[src/rtl/aes_ctrl_pkg.sv]
// Shared types and constants for the AES round sequencer.
// State encoding, statemt owner codes and the legal round counts.
package aes_ctrl_pkg;

  typedef enum logic [2:0] {
    S_IDLE,
    S_ARK,
    S_SUB,
    S_MIX,
    S_SUB_F,
    S_DONE
  } state_t;

  localparam logic [1:0] MEM_SEL_ARK  = 2'd0;
  localparam logic [1:0] MEM_SEL_SUB  = 2'd1;
  localparam logic [1:0] MEM_SEL_MIX  = 2'd2;
  localparam logic [1:0] MEM_SEL_NONE = 2'd3;

  localparam logic [3:0] NR_10 = 4'd10;
  localparam logic [3:0] NR_12 = 4'd12;
  localparam logic [3:0] NR_14 = 4'd14;

  function automatic logic is_legal_nr(input logic [3:0] n);
    return (n == NR_10) || (n == NR_12) || (n == NR_14);
  endfunction

  function automatic logic [1:0] sel_of(input state_t s);
    logic [1:0] r;
    r = MEM_SEL_NONE;
    unique case (s)
      S_ARK:   r = MEM_SEL_ARK;
      S_SUB:   r = MEM_SEL_SUB;
      S_SUB_F: r = MEM_SEL_SUB;
      S_MIX:   r = MEM_SEL_MIX;
      default: r = MEM_SEL_NONE;
    endcase
    return r;
  endfunction

endpackage

[src/rtl/aes_kernel_launch.sv]
// Start/done handshake for one HLS kernel.
// Idle kernels raise done with start low, so done counts only with start.
module aes_kernel_launch (
  input  logic clk,
  input  logic rst_n,
  input  logic launch,
  input  logic done,
  output logic start,
  output logic acc
);

  assign acc = done & start;

  always_ff @(posedge clk or negedge rst_n) begin
    if (!rst_n) begin
      start <= 1'b0;
    end else if (launch) begin
      start <= 1'b1;
    end else if (acc) begin
      start <= 1'b0;
    end
  end

endmodule

[src/rtl/aes_round_sequencer.sv]
// AES encrypt round controller: sequences ARK/SUB/MIX kernels
// and hands the statemt RAM to exactly one kernel at a time.
module aes_round_sequencer
  import aes_ctrl_pkg::*;
#(
  parameter int NR_MAX = 14,
  parameter int N_W    = 6
) (
  input  logic           ap_clk,
  input  logic           ap_rst_n,
  input  logic           ap_start,
  output logic           ap_done,
  output logic           ap_idle,
  output logic           ap_ready,
  input  logic [3:0]     nr,
  output logic           err,
  output logic           ark_start,
  output logic           sub_start,
  output logic           mix_start,
  input  logic           ark_done,
  input  logic           sub_done,
  input  logic           mix_done,
  output logic [N_W-1:0] ark_n,
  output logic [1:0]     mem_sel,
  output logic [3:0]     round
);

  state_t     state, state_d;
  logic [3:0] round_d;
  logic [3:0] nr_q, nr_d;
  logic       err_d;
  logic       ark_go, sub_go, mix_go;
  logic       ark_acc, sub_acc, mix_acc;
  logic       legal;

  aes_kernel_launch u_ark (
    .clk    (ap_clk),
    .rst_n  (ap_rst_n),
    .launch (ark_go),
    .done   (ark_done),
    .start  (ark_start),
    .acc    (ark_acc)
  );

  aes_kernel_launch u_sub (
    .clk    (ap_clk),
    .rst_n  (ap_rst_n),
    .launch (sub_go),
    .done   (sub_done),
    .start  (sub_start),
    .acc    (sub_acc)
  );

  aes_kernel_launch u_mix (
    .clk    (ap_clk),
    .rst_n  (ap_rst_n),
    .launch (mix_go),
    .done   (mix_done),
    .start  (mix_start),
    .acc    (mix_acc)
  );

  assign legal = is_legal_nr(nr) && (int'(nr) <= NR_MAX);

  always_comb begin
    state_d = state;
    round_d = round;
    nr_d    = nr_q;
    err_d   = err;
    ark_go  = 1'b0;
    sub_go  = 1'b0;
    mix_go  = 1'b0;
    unique case (state)
      S_IDLE: begin
        if (ap_start) begin
          nr_d    = nr;
          round_d = 4'd0;
          if (legal) begin
            err_d   = 1'b0;
            ark_go  = 1'b1;
            state_d = S_ARK;
          end else begin
            err_d   = 1'b1;
            state_d = S_DONE;
          end
        end
      end
      S_ARK: begin
        if (ark_acc) begin
          if (round == nr_q) begin
            state_d = S_DONE;
          end else begin
            sub_go  = 1'b1;
            state_d = (round == 4'(nr_q - 4'd1)) ? S_SUB_F : S_SUB;
          end
        end
      end
      S_SUB: begin
        if (sub_acc) begin
          round_d = 4'(round + 4'd1);
          mix_go  = 1'b1;
          state_d = S_MIX;
        end
      end
      S_MIX: begin
        if (mix_acc) begin
          ark_go  = 1'b1;
          state_d = S_ARK;
        end
      end
      S_SUB_F: begin
        if (sub_acc) begin
          round_d = 4'(round + 4'd1);
          ark_go  = 1'b1;
          state_d = S_ARK;
        end
      end
      S_DONE:  state_d = S_IDLE;
      default: state_d = S_IDLE;
    endcase
  end

  // Owner code and done are registered from the next state so they
  // change on the same edge as the kernel starts.
  always_ff @(posedge ap_clk or negedge ap_rst_n) begin
    if (!ap_rst_n) begin
      state   <= S_IDLE;
      round   <= 4'd0;
      nr_q    <= 4'd0;
      err     <= 1'b0;
      ap_done <= 1'b0;
      ark_n   <= '0;
      mem_sel <= MEM_SEL_NONE;
    end else begin
      state   <= state_d;
      round   <= round_d;
      nr_q    <= nr_d;
      err     <= err_d;
      ap_done <= (state_d == S_DONE);
      mem_sel <= sel_of(state_d);
      if (ark_go) begin
        ark_n <= N_W'(round_d);
      end
    end
  end

  assign ap_idle  = (state == S_IDLE);
  assign ap_ready = ap_done;

endmodule
[config.mk]
export PLATFORM = sky130hd
export DESIGN_NAME = aes_round_sequencer
export DESIGN_NICKNAME = d
export VERILOG_FILES = /design/src/rtl/aes_ctrl_pkg.sv /design/src/rtl/aes_kernel_launch.sv /design/src/rtl/aes_round_sequencer.sv
export SDC_FILE = /design/constraint.sdc
export NUM_CORES = 1
export LEC_CHECK = 0
export BUFFER_PORTS_ARGS = -buffer_cell sky130_fd_sc_hd__buf_2
export CAP_MARGIN = 10
export CORE_ASPECT_RATIO = 1.75
export CORE_MARGIN = 2
export CORE_UTILIZATION = 53
export CTS_CLUSTER_SIZE = 25
export DETAILED_ROUTE_END_ITERATION = 12
export GPL_TIMING_DRIVEN = 0
export PLACE_DENSITY = 0.78
export SYNTH_ARGS = -nofsm -noshare
export SYNTH_HDL_FRONTEND = slang
export SYNTH_HIERARCHICAL = 1
export SYNTH_SLANG_ARGS = --single-unit
export TNS_END_PERCENT = 100
[constraint.sdc]
create_clock -name ap_clk -period 2.1 [get_ports ap_clk]
set_input_delay 0.105 -clock ap_clk [delete_from_list [all_inputs] [get_ports ap_clk]]
set_output_delay 0.105 -clock ap_clk [all_outputs]
set_load 0.005 [all_outputs]
Word level (Yosys, flattened, before mapping)
Cells that the tools add are included.
Storage, ports and cells
  register bits: 22
  bits of input ports: 10
  output and inout bits: 19
  logic and storage cells: 69
Cells by class
  add/subtract/negate cells: 2
  $lt $le $gt $ge: 1
  eq/ne operators: 14
  muxes and demuxes: 29
  bitwise logic cells: 3
  reduce and logical (&&, ||, !) cells: 10
Operator list (count)
  $mux W3: 8
  $mux W1: 15
  $pmux W3 S5: 1
  $eq A3 B2 Y1 const B: 4
  $eq A4 B4 Y1 const B: 3
  $eq A3 B3 Y1 const B: 3
  $eq A4 B4 Y1: 2
  $mux W4: 2
  $pmux W4 S2: 1
  $eq A3 B1 Y1 const B: 2
  $pmux W2 S3: 1
  $reduce_bool A2 Y1: 3
  $add A4 B1 Y4 const B: 1
  $le A4 B4 Y1 const B: 1
  $reduce_or A2 Y1: 2
  $sub A4 B1 Y4 const B: 1
  $and A1 B1 Y1: 3
  $logic_not A3 Y1: 1
  $pmux W1 S3: 1
  $logic_or A1 B1 Y1: 2
  $reduce_and A2 Y1: 1
  $logic_and A1 B1 Y1: 1

Depth between registers and ports, before layout
  depth after elaboration: 10
  mapped depth: 6

By module
Netlist, hierarchy kept.
Modules (own cells, without submodules)
  aes_round_sequencer: times used 1, cells an instance 111, area an instance 1147.4 µm², seq. area each 478.0 µm²
  aes_kernel_launch: times used 3, cells an instance 4, area an instance 43.8 µm², seq. area each 25.0 µm²

Least setup slack after synthesis
No wires, ideal clock.
  path type: flip-flop to flip-flop
  from: reg state[1]
  to: reg ark_n[0]
  library setup time: 128 ps
  data arrival time: 1358 ps
  required time: 1972 ps
  slack: 614 ps
  cell stages (with the launch flop): 6
  path buffers: 1
  period minus slack after synthesis: 1486 ps
  cell sequence: dfrtp_1 -> buf_6 -> nor4b_4 -> and4bb_1 -> nor2_2 -> mux2_1
On the way
  longest elaborated chain between the ends: 3
RTL lines
  start, declared: RTL line aes_round_sequencer.sv:28  | state_t state, state_d;
  start signal, assigned: RTL line aes_round_sequencer.sv:135  | state <= state_d;
  $eq A3 B3 Y1 / $eq A3 B2 Y1 (equally long branches): RTL line aes_round_sequencer.sv:73  | unique case (state)
  $reduce_or A2 Y1 (no source line)
  $pmux W4 S2: RTL line aes_round_sequencer.sv:73
  end signal, assigned: RTL line aes_round_sequencer.sv:142  | ark_n <= N_W'(round_d);
  end, declared: RTL line aes_round_sequencer.sv:23  | output logic [N_W-1:0] ark_n,
Several ways; a longest one is shown, not always the timed one.
A chain may end at the register's enable or synchronous reset.

Worst setup path after layout
  from: reg round[0]
  to: reg state[1]
On the way
  longest elaborated chain between the ends: 5
RTL lines
  start, declared: RTL line aes_round_sequencer.sv:25  | output logic [3:0] round
  start signal, assigned: RTL line aes_round_sequencer.sv:136  | round <= round_d;
  $eq A4 B4 Y1: RTL line aes_round_sequencer.sv:94  | state_d = (round == 4'(nr_q - 4'd1)) ? S_SUB_F : S_SUB;
  $mux W3: RTL line aes_round_sequencer.sv:94
  $mux W3 *: RTL line aes_round_sequencer.sv:90  | if (round == nr_q) begin
  $mux W3 *: RTL line aes_round_sequencer.sv:89  | if (ark_acc) begin
  $pmux W3 S5 *: RTL line aes_round_sequencer.sv:73
  via state_d[1]: RTL line aes_round_sequencer.sv:28
Mark *: on every way through the listed nets, which the timed path passes. The rest lies on a longest branch.

==> results.md <==
- Ant. Diodes: 0
- Comb pwr share: 0.300
- # clock sinks: 22
- R2r setup slk: between 400 and 500 ps
- DRT antenna net count: 0
- Sum Neg Setup Slack: 0 ps
- Fin area: around 1500 um^2
- Root Buffer: clkbuf_8
- Sequential share of the synthesized area: 0.4325
- Initial antenna violation count: 0
- Die W: 41.13 um
- Final-stage net count: approximately 170
- Crit end category: register
- Sequential group share of total power: 0.405
- Total of warnings raised by yosys: 6
- Vias: about 1100
- DR vias/cell: 5.944
- Fin crit period: between 1500 and 2000 ps
- Avg Inst Size Synth: between 10 and 15 um^2
- Synth cell types: 47
- FF+latch count, synth: 22
- CTS clk-pin slew, worst paths: roughly 80 ps
- I/O pins: 29
- Max cap viols: 0
- Post-synthesis cell count: around 120
- Core box area: about 2300 um^2
- Max Freq: between 500 and 600 MHz
- Setup-failing EPs final: 0
- WP data arrival: around 1800 ps
- Placed Area: approximately 1400 um^2
- Num CTS Buffers: 3
- Max Root-Sink Buffers: 2
- First-pass GRT wire length: 4436 um
- Vias in the first global route: roughly 1100
- H-tree depth: 1
- Largest net degree at the start of global routing: 23
- Power per standard cell area: 879.0 nW/um^2
- Starting Density: 0.5554
- Layout cells sized above 1: 0.3355
- Crit Path Class: reg2reg
- PostCTS Resize Cnt: 0
- Drt first pass iters: 4
- Grt ovf: 0
- Routed WL per cell: around 16 um
- Slew @ Worst Pin: slightly below 500 ps
- Die area: approximately 2800 um^2
- Detailed Place HPWL: between 2000 and 2500 um
- Worst vdd ir: ~500 uV
- Post-CTS setup buffers: 0
- Die Y: about 69 um
- Iter 0 DRT Violations: 25
- Row count: 23
- CP startpoint kind: register
- Number of synthesized flops with an enable pin: 0
- HP Class: in2reg
- Main synth FF type: dfrtp_1
- # fillers: 198
- FFs w/ async S/R, synth: 1.000
- Final hold violation count: 0
- Final clock skew: approximately 4.2 ps
- CTS tree: built
- Leak pwr: a little over 0.8 nW
- Mapped Area: roughly 1300 um^2
- Proportion of power drawn by the clock network: 0.295
- RSZ-0062 raised after global routing: no
- Sw Ratio: 0.3012
- Gpl congestion: 0.8288
- P&R area growth vs syn: 19.28%
- Final period util: 0.7948
- # DRC: 0
- Run status: finished, final reports clean
- Psw: ~400 uW
- Clock Latency Late Sink: approximately 260 ps
- Buffers on Ports: 26
- Cell-internal power: 936.7 uW
- Max FO, Critical Path: 6
- WP data required: between 2000 and 2500 ps
- Fin. max-slew vios: 0
- Relative slew slack: 0.6686
- All-Layer GR Usage: 0.2316
- Final WL: between 2000 and 3000 um
-- path summary, 6_finish.rpt --
kind                       cells past startpoint          end         from
max                                            4     state[1]     round[0]
min in group asynchronous                      2      nr_q[1]     ap_rst_n
min reg2reg                                    1  u_mix/start  u_mix/start
max reg2reg                                    4     state[1]     round[0]
max in group asynchronous                      2   mem_sel[1]     ap_rst_n
min                                            3      nr_q[1]        nr[1]
-- sequential cells by signal, indices dropped and copies added (netlist names) --
signal,cells
mem_sel,2
u_mix/start,1
err,1
u_sub/start,1
u_ark/start,1
state,3
ark_n,4
ap_done,1
nr_q,4
round,4
-- per-layer routing --
layer | wire length [um] | track usage | share of wire | vias up
li1 | - | - | - | 494
met5 | 0 | 0 | 0 | -
met4 | 125 | 0.1694 | 0.044 | 0
met3 | 154 | 0.05128 | 0.054 | 17
met1 | 1001 | 0.2328 | 0.35 | 505
met2 | 1549 | 0.3887 | 0.55 | 54
-- logic make-up (layout without fill, tap and decap cells) --
family,count (synthesis),in the layout,synth area share
AOI/OAI and AO/OA,27,27,0.1497
xor gates and xnor gates,8,8,0.05480
adders and majority gates,2,2,0.01957
buffers and inverters,17,48,0.07534
DFF,22,22,0.4325
muxes,8,8,0.06849
other,1,2,0.002933
and+or+nand+nor,38,38,0.1967
-- cell type report --
| class | instances | area, um^2 | area share |
|---|---|---|---|
| plain buffers | 9 | 66.31 | 0.04348 |
| clock buffers | 3 | 41.29 | 0.02707 |
| clock inverters | 1 | 30.03 | 0.01969 |
| inverters | 8 | 30.03 | 0.01969 |
| multi-input cells | 85 | 633.1 | 0.4151 |
| flip-flops and latches | 22 | 553.0 | 0.3626 |
| well taps | 25 | 31.28 | 0.02051 |
| repair buffers | 27 | 140.1 | 0.09188 |
-- synth_stat cells, types with 4 or more instances --
master | instances | area, um^2
nor3_1 | 4 | 20.02
a21oi_1 | 4 | 20.02
buf_4 | 6 | 45.04
a21o_1 | 4 | 30.03
dfrtp_1 | 20 | 500.5
o21ai_0 | 4 | 20.02
nor2_1 | 4 | 15.01
mux2_1 | 4 | 45.04
inv_1 | 8 | 30.03
xor2_1 | 6 | 52.55
nand2_1 | 6 | 22.52
-- repair_timing --
action	4_1_cts	5_1_grt
setup endpoints to repair	0	0
hold buffers	1	0
endpoints found under the hold margin	20	0
-- metrics by stage --
| stage | total power [mW] | util | std cells | hold WS, ps | worst slack [ps] |
|---|---|---|---|---|---|
| floorplan | 0.8417 | - | 124 | -190.6 | 614.4 |
| global placement | 0.9222 | 0.6272 | 175 | 87.90 | 456.6 |
| detailed placement | 0.9543 | 0.6272 | 175 | 95.42 | 419.3 |
| CTS | 1.350 | 0.6625 | 180 | 69.28 | 407.5 |
| global route | 1.426 | 0.6625 | 180 | 89.67 | 348.1 |
| finish | 1.341 | 0.6625 | 180 | 72.89 | 430.9 |
-- placed cells by master, fill, tap and decap left out, types with 2 or more instances in the layout --
| master | n |
|---|---|
| buf_2 | 28 |
| o21ai_0 | 4 |
| mux2_2 | 2 |
| and2_2 | 3 |
| nand2b_1 | 2 |
| xnor2_1 | 2 |
| ha_1 | 2 |
| nor2b_1 | 2 |
| a31oi_1 | 3 |
| a211oi_1 | 2 |
| a21o_1 | 4 |
| xor2_1 | 6 |
| nand2_1 | 6 |
| buf_4 | 6 |
| mux2_1 | 4 |
| and2_1 | 2 |
| mux2i_1 | 2 |
| nor3_1 | 4 |
| nand3_1 | 3 |
| a21oi_1 | 4 |
| nand3b_1 | 2 |
| dfrtp_1 | 20 |
| nor2_1 | 4 |
| conb_1 | 2 |
| clkbuf_8 | 3 |
| inv_1 | 8 |
| dfstp_2 | 2 |
-- worst max-delay path, stage by stage, from the launching register on --
cell     delay [ps]
dfrtp_1         470
xor2_1          200
nor4_2          490
nor3_1          140
a22o_1          260
-- power by group through the flow --
stage / registers [mW] / logic [mW] / clock network, mW
final: 0.543 / 0.403 / 0.395
after global routing: 0.551 / 0.456 / 0.419
after CTS: 0.544 / 0.405 / 0.401
after detailed placement: 0.553 / 0.401 / 0
after global placement: 0.548 / 0.375 / 0
after floorplan: 0.545 / 0.296 / 0
Power figures use the tool's default switching activity.
